File: config.mk
export PLATFORM = sky130hd
export DESIGN_NAME = apb_slave_mem
export DESIGN_NICKNAME = d
export VERILOG_FILES = /design/src/rtl/apb_slave_mem.sv
export SDC_FILE = /design/constraint.sdc
export NUM_CORES = 2
export LEC_CHECK = 0
export BUFFER_PORTS_ARGS = -buffer_cell sky130_fd_sc_hd__buf_2
export CORE_ASPECT_RATIO = 0.5
export CORE_MARGIN = 1
export CORE_UTILIZATION = 45
export CTS_CLUSTER_SIZE = 14
export DETAILED_ROUTE_END_ITERATION = 8
export SLEW_MARGIN = 20
export SYNTH_ARGS = -nofsm -noshare
export SYNTH_HDL_FRONTEND = slang
export SYNTH_SLANG_ARGS = --single-unit
File: constraint.sdc
create_clock -name clk -period 2.85 [get_ports clk]
set_input_delay 0.285 -clock clk [delete_from_list [all_inputs] [get_ports clk]]
set_output_delay 0.285 -clock clk [all_outputs]
set_load 0.005 [all_outputs]
File: src/rtl/apb_slave_mem.sv
// apb_slave_mem
//   APB completer backed by an internal word-addressed memory. Every transfer
//   is stretched by a fixed number of wait states, then completes with pready
//   for one cycle. Misaligned or out-of-range addresses complete with pslverr
//   and never touch memory.
//
// Ports
//   clk      - single clock, all logic on the rising edge
//   rst      - synchronous active-high reset; also clears the whole memory
//   psel     - completer select
//   penable  - access-phase indicator
//   pwrite   - 1 = write, 0 = read
//   paddr    - byte address (addrWidth bits)
//   pwdata   - write data (dataWidth bits)
//   pstrb    - write byte enables (dataWidth/8 bits), ignored on reads
//   pprot    - protection attributes, accepted and ignored
//   prdata   - read data, zero whenever pready is low
//   pready   - transfer complete, high for exactly one cycle per transfer
//   pslverr  - error response, only meaningful alongside pready
module apb_slave_mem #(
  parameter int addrWidth  = 32,
  parameter int dataWidth  = 32,
  parameter int depth      = 64,
  parameter int waitStates = 2
) (
  input  logic                   clk,
  input  logic                   rst,
  input  logic                   psel,
  input  logic                   penable,
  input  logic                   pwrite,
  input  logic [addrWidth-1:0]   paddr,
  input  logic [dataWidth-1:0]   pwdata,
  input  logic [dataWidth/8-1:0] pstrb,
  input  logic [2:0]             pprot,
  output logic [dataWidth-1:0]   prdata,
  output logic                   pready,
  output logic                   pslverr
);

  localparam int strbWidth = dataWidth / 8;
  localparam int lsbBits   = (strbWidth > 1) ? $clog2(strbWidth) : 0;
  localparam int idxBits   = (depth > 1) ? $clog2(depth) : 1;

  typedef enum logic [1:0] {
    IDLE,
    WAIT,
    DONE
  } stateT;

  stateT                 state;
  stateT                 stateNext;
  logic [3:0]            waitCnt;
  logic [3:0]            waitCntNext;
  logic                  capture;

  // Transfer attributes latched in the setup phase.
  logic [addrWidth-1:0]  paddrQ;
  logic                  pwriteQ;
  logic [dataWidth-1:0]  pwdataQ;
  logic [strbWidth-1:0]  pstrbQ;

  logic [addrWidth-1:0]  wordIdx;
  logic [idxBits-1:0]    memIdx;
  logic                  misaligned;
  logic                  outOfRange;
  logic                  addrErr;
  logic                  doneActive;
  logic                  memWrite;

  logic [dataWidth-1:0]  mem [depth];

  // pprot carries no meaning for this memory.
  logic                  unusedBits;
  assign unusedBits = ^pprot;

  // ---------------------------------------------------------------------------
  // Address decode on the latched address
  // ---------------------------------------------------------------------------
  assign wordIdx    = paddrQ >> lsbBits;
  assign memIdx     = wordIdx[idxBits-1:0];
  assign misaligned = (paddrQ & addrWidth'(strbWidth - 1)) != '0;
  assign outOfRange = wordIdx >= addrWidth'(depth);
  assign addrErr    = misaligned || outOfRange;

  // ---------------------------------------------------------------------------
  // FSM: state register
  // ---------------------------------------------------------------------------
  always_ff @(posedge clk) begin
    // NOTE: registers use non-blocking assignments so every flop samples the
    // pre-edge value of every other flop, independent of statement order.
    if (rst) begin
      state   <= IDLE;
      waitCnt <= '0;
      paddrQ  <= '0;
      pwriteQ <= 1'b0;
      pwdataQ <= '0;
      pstrbQ  <= '0;
    end else begin
      state   <= stateNext;
      waitCnt <= waitCntNext;
      if (capture) begin
        paddrQ  <= paddr;
        pwriteQ <= pwrite;
        pwdataQ <= pwdata;
        pstrbQ  <= pstrb;
      end
    end
  end

  // ---------------------------------------------------------------------------
  // FSM: next state
  // ---------------------------------------------------------------------------
  always_comb begin
    // NOTE: every output of this block gets a default first, so no path can
    // leave a variable unassigned and infer a latch.
    stateNext   = state;
    waitCntNext = waitCnt;
    capture     = 1'b0;
    unique case (state)
      IDLE: begin
        // penable without a preceding setup is not a transfer.
        if (psel && !penable) begin
          capture     = 1'b1;
          waitCntNext = 4'(waitStates);
          stateNext   = (waitStates > 0) ? WAIT : DONE;
        end
      end
      WAIT: begin
        if (!psel) begin
          // Requester abandoned the transfer.
          stateNext   = IDLE;
          waitCntNext = '0;
        end else if (penable) begin
          if (waitCnt == 4'd1) begin
            stateNext = DONE;
          end
          waitCntNext = waitCnt - 4'd1;
        end
      end
      DONE: begin
        // Always back to IDLE so a new setup can follow with no gap.
        stateNext = IDLE;
      end
      default: begin
        stateNext = IDLE;
      end
    endcase
  end

  // ---------------------------------------------------------------------------
  // Completion outputs. Gated by psel (abort in DONE) and rst (a reset edge
  // in progress must never be seen as a completion).
  // ---------------------------------------------------------------------------
  assign doneActive = (state == DONE) && psel && !rst;
  assign memWrite   = doneActive && pwriteQ && !addrErr;

  always_comb begin
    pready  = doneActive;
    pslverr = doneActive && addrErr;
    prdata  = '0;
    if (doneActive && !pwriteQ && !addrErr) begin
      prdata = mem[memIdx];
    end
  end

  // ---------------------------------------------------------------------------
  // Memory: byte-masked write in DONE, full clear under reset
  // ---------------------------------------------------------------------------
  always_ff @(posedge clk) begin
    if (rst) begin
      // NOTE: the memory is reset word by word because its post-reset
      // contents are visible to software; this keeps it in flops rather than
      // a RAM macro.
      for (int w = 0; w < depth; w++) begin
        mem[w] <= '0;
      end
    end else if (memWrite) begin
      for (int i = 0; i < strbWidth; i++) begin
        if (pstrbQ[i]) begin
          mem[memIdx][8*i +: 8] <= pwdataQ[8*i +: 8];
        end
      end
    end
  end

endmodule
# --- After elaboration in Yosys (flattened, before gate mapping) ---
# Memory sizes are Yosys's and may differ from the RTL's. A register that Yosys moved wholly into a read port is not among the register bits.
# Index checks and enable logic that the tools add are counted.
totals:
  reg_bits: 75
  latch_bits: 0
  ramBits: 2048
  romBits: 0
  input_bits: 76
  out_inout_bits: 34
  word_cells: 69
  memories: 1
mem_list:
  columns: ["memory", "depth", "word_bits", "rd", "rd_clocked_by_memory_dff", "write_ports", "line_no", "text"]
  rows:
  - ["mem", 64, 32, 1, 1, 64, "70", "logic [dataWidth-1:0] mem [depth];"]
classes:
  addsub: 1
  mul: 0
  div_mod_pow: 0
  n_lt_le_gt_ge: 1
  n_eq_ne: 6
  shifts: 0
  mux: 35
  n_bitwise: 0
  reduce_logical: 19
op_table:
  columns: ["cell", "count"]
  rows:
  - ["32-bit 2-to-1 mux", 2]
  - ["32-bit nonzero test", 1]
  - ["32-bit OR reduction", 1]
  - ["30-bit by 7-bit greater-or-equal comparator with 1-bit output, second input constant", 1]
  - ["1-bit 2-to-1 mux", 20]
  - ["6-bit 2-to-1 mux", 3]
  - ["4-bit 2-to-1 mux", 4]
  - ["1-bit logical AND", 8]
  - ["2-bit 2-to-1 mux", 4]
  - ["4-bit one-hot mux with 2 select lines", 1]
  - ["3-bit != test, second input constant", 2]
  - ["3-bit AND reduction", 2]
  - ["4-bit by 1-bit equality test with 1-bit output, second input constant", 1]
  - ["1-bit logical NOT", 4]
  - ["2-bit one-hot mux with 2 select lines", 1]
  - ["4-bit by 1-bit subtractor with 4-bit output, second input constant", 1]
  - ["2-bit by 1-bit equality test with 1-bit output, second input constant", 1]
  - ["2-bit equality test, second input constant", 1]
  - ["2-bit logical NOT", 1]
  - ["2-bit != test, second input constant", 1]
  - ["2-bit nonzero test", 1]
  - ["1-bit logical OR", 1]

# --- Longest topological paths before layout ---
depth:
  ltp_word: 10
  ltp_mapped: 11
  depth_no_buf: 6

# --- Worst setup path after synthesis ---
# No wires, ideal clock.
synth_timing:
  path_type: "input -> register"
  from: "in rst"
  to: "mem mem[0][0] (enable)"
  setup_ps: 375
  arrival_time_ps: 2259
  required_time_ps: 2475
  slack_ps: 216
  cell_stages: 6
  n_path_buf: 2
  cell_sequence: "clkbuf_1 > or4b_4 > nor4_4 > nand2_1 > clkbuf_1 > o21bai_1"
synth_lines:
  columns: ["element", "line_no", "text"]
  rows:
  - ["start: declaration", "27", "input logic rst,"]
  - ["end: declaration", "70", null]

==> load_flow_metrics.sql <==
INSERT INTO impl_metrics (metric_group, metric, value, unit) VALUES
('final_layout', 'layout.nets', '7550', ''),
('yosys', 'number_of_storage_elements_in_the_synthesis_netlist', '2129', ''),
('final_layout', 'most_common_cell_after_layout_fill_and_taps_aside', 'sky130_fd_sc_hd__nor2_1', ''),
('drt', 'drt_first_iter_violations', '10357', ''),
('critical_path', 'worst_r2r_path_cells', '9', ''),
('critical_path', 'regToRegStartpoint', 'state[0]', ''),
('floorplanning', 'core.rowCount', '117', ''),
('clocking', 'cts_inserted_buffers', '200', ''),
('clocking', 'clk_pin_slew_worst_paths', '70', 'ps'),
('final_layout', 'area_growth', '22.4', '%'),
('critical_path', 'path_class', 'reg2out', ''),
('drt', 'drc_errors', '0', ''),
('global_routing', 'grt_max_degree', '152', ''),
('power', 'p_comb_frac', '0.086', ''),
('yosys', 'synth.lib_cells_used.distinct', '60', ''),
('min_path', 'timing.hold.worst.start', 'rst', ''),
('floorplanning', 'die-height', '323', 'um'),
('floorplanning', 'floorplan.initialDensity', '0.455', ''),
('timing', 'finalClockSkew', '58.2', 'ps'),
('yosys', 'ys_warn_count', '0', ''),
('clocking', 'worstSkewPairLatency', '870', 'ps'),
('critical_path', 'worst_r2r_endpoint', 'mem[11][1]', ''),
('power', 'pwr_density_cell', '589', 'nW/um2'),
('timing', 'relSlewSlack', '0.291', ''),
('power', 'switchingPower', '15.4', 'mW'),
('run_status', 'status', 'finished with violations', ''),
('global_routing', 'gr-usage-all-layers', '0.306', ''),
('timing', 'finalSetupViolations', '32', ''),
('critical_path', 'internal_reg_to_reg_setup_slack', '70', 'ps'),
('timing', 'fmax', '257', 'MHz'),
('final_layout', 'design_area', '114000', 'um2'),
('final_layout', 'layout.cells.most_common_list', 'sky130_fd_sc_hd__nor2_1 (2083), sky130_fd_sc_hd__edfxtp_1 (2048), sky130_fd_sc_hd__buf_4 (854), sky130_fd_sc_hd__mux4_2 (505), sky130_fd_sc_hd__nand2_1 (291)', ''),
('drt', 'vias', '63931', ''),
('clocking', 'tritoncts_num_sinks', '2129', ''),
('floorplanning', 'floorplan.core_area', '204000', 'um2'),
('critical_path', 'cp_data_required_time', '2570', 'ps'),
('critical_path', 'timing.critical_path.from_type', 'flip-flop', ''),
('placement', 'dp_hpwl', '214000', 'um'),
('floorplanning', 'ioPinCount', '110', ''),
('min_path', 'worst_hold_end', 'paddrQ[8]', ''),
('min_path', 'hold-path-cell-count', '3', ''),
('critical_path', 'crit_arrival', '3600', 'ps'),
('timing', 'final.hold.worst_slack', '56.6', 'ps'),
('drt', 'detailedRoute.firstPassIterationCount', '6', ''),
('yosys', 'avgSynthCellArea', '14.0', 'um2'),
('yosys', 'ys_seq_area_frac', '0.680', ''),
('power', 'intPower', '51.6', 'mW'),
('drt', 'dr_vias_cell', '6.17', ''),
('yosys', 'synth_ff_type', 'sky130_fd_sc_hd__edfxtp_1', ''),
('timing', 'report.final.slew_viol_count', '0', ''),
('drt', 'wl_per_cell', '31.1', 'um'),
('power', 'worst_ir_drop_vdd', '0.477', 'mV'),
('placement', 'numPortBuffers', '106', ''),
('flow_run', 'drv.max_cap_violation_count', '0', ''),
('critical_path', 'worstPathMaxFanout', '8', ''),
('critical_path', 'critical-path-slowest-cell', 'sky130_fd_sc_hd__mux4_2', ''),
('yosys', 'syn_area', '92800', 'um2'),
('power', 'power.share.sequential', '0.531', ''),
('placement', 'gpl.final_weighted_congestion', '0.936', ''),
('critical_path', 'timing.critical_path.slowest_cell_delay', '500', 'ps'),
('global_routing', 'grt_pass1_vias', '61693', ''),
('clocking', 'max-clock-path-buffers', '4', ''),
('critical_path', 'timing.critical_path.cells', 'buf_12 -> buf_16 -> buf_8 -> buf_12 -> mux4_2 -> mux4_2 -> o221a_4 -> a211oi_2 -> nor2_2 -> buf_2', ''),
('timing', 'fin_crit_sh', '1.36', ''),
('power', 'netSwitchingFraction', '0.229', ''),
('placement', 'placed_cell_area', '103000', 'um2'),
('run_status', 'violated_checks', 'negative setup slack', ''),
('global_routing', 'first_pass_grt_wire_length', '453000', 'um'),
('yosys', 'postSynth.asyncResetShare', '0', ''),
('timing', 'post-route-worst-setup-slack', '-1030', 'ps'),
('yosys', 'synth_enable_flop_cells', '2048', '');
-- cell usage after synthesis, drive strengths merged, types with 25 or more instances --
library cell  count  area share
mux2i           143       0.015
nand2           378       0.015
a21oi           123      0.0066
o21ai            32      0.0017
clkbuf          458       0.019
o21bai          256       0.021
nand3            29      0.0016
mux4            505        0.12
a22oi            25      0.0020
nor2           2095       0.085
a31oi            33      0.0022
a221oi           27      0.0025
buf             211       0.012
dfxtp            81       0.017
edfxtp         2048        0.66
-- worst max path at each step --
stage	start	endpoint	slack [ps]	cells after the start
2_1_floorplan	rst	mem[0][0]	220	6
3_3_place_gp	psel	prdata[15]	-1040	10
3_5_place_dp	psel	prdata[15]	-1020	10
4_1_cts	flip-flop	prdata[3]	-1060	10
5_1_grt	flip-flop	prdata[3]	-1090	10
6_report	flip-flop	prdata[3]	-1030	10
-- final cells by class --
type / instances / area (um2)
repair buffers: 1308 / 12700
clock buffers: 250 / 5270
inverters: 10 / 46.3
fillers: 16120 / 90600
well taps: 2737 / 3420
multi-input cells: 3823 / 28400
flip-flops and latches: 2129 / 63100
clock inverters: 95 / 683
diodes: 2 / 5.00
-- per-layer routing --
metal / GRT usage / vias up / part of all wire
met2: 0.461 / 4582 / 0.44
met5: 0 / - / 0.00024
li1: - / 25848 / -
met3: 0.0875 / 629 / 0.14
met1: 0.430 / 32862 / 0.38
met4: 0.102 / 10 / 0.037
-- cells by family after synthesis --
group           Yosys count  synth area share
xor+xnor                  3          0.000283
mux                     656             0.139
buf+inv                 679            0.0305
fa+ha+maj                 2          0.000270
compound gates          572            0.0424
flops                  2129             0.680
simple gates           2590             0.108
-- repair_timing --
| item | in CTS | in global routing |
|---|---|---|
| endpoints found under the setup margin | 73 | 162 |
| hold endpoints to repair | 78 | 0 |
| hold buffers | 100 | 0 |
| pin swaps | 65 | 54 |
| buffers inserted | 92 | 66 |
| gates resized for setup | 293 | 126 |
| gates cloned | 16 | 6 |
-- stage by stage --
step	utilization	cells	setup TNS [ps]	power (mW)	setup WS, ps
2_1_floorplan	-	6631	0	38.5	216
3_3_place_gp	0.504	9747	-26190	40.9	-1040
3_5_place_dp	0.504	9747	-17730	41.1	-1020
4_1_cts	0.551	10292	-30250	66.7	-1060
5_1_grt	0.556	10353	-31280	68.4	-1090
6_report	0.556	10354	-30320	66.9	-1030
-- power by group through the flow --
stage	Clock, mW	Combinational, mW	Sequential (mW)
4_1_cts	25.7	5.42	35.5
5_1_grt	26.9	5.88	35.6
6_report	25.6	5.73	35.5
3_3_place_gp	0	4.79	36.2
3_5_place_dp	0	4.84	36.2
2_1_floorplan	0	2.46	36.0
-- state kept, by name (all words and copies together) (netlist names), named ones only --
register / cells
pwriteQ: 1
waitCnt: 4
state: 2
pstrbQ: 4
paddrQ: 32
mem: 2048
pwdataQ: 32
-- critical path, delay by kind of cell, from the launching register on --
kind,cells,cell delay [ps]
muxes,2,990
buffers and inverters,5,680
AOI/OAI and AO/OA,2,550
DFF,1,370
and+or+nand+nor,1,90
Power figures use the tool's default switching activity.
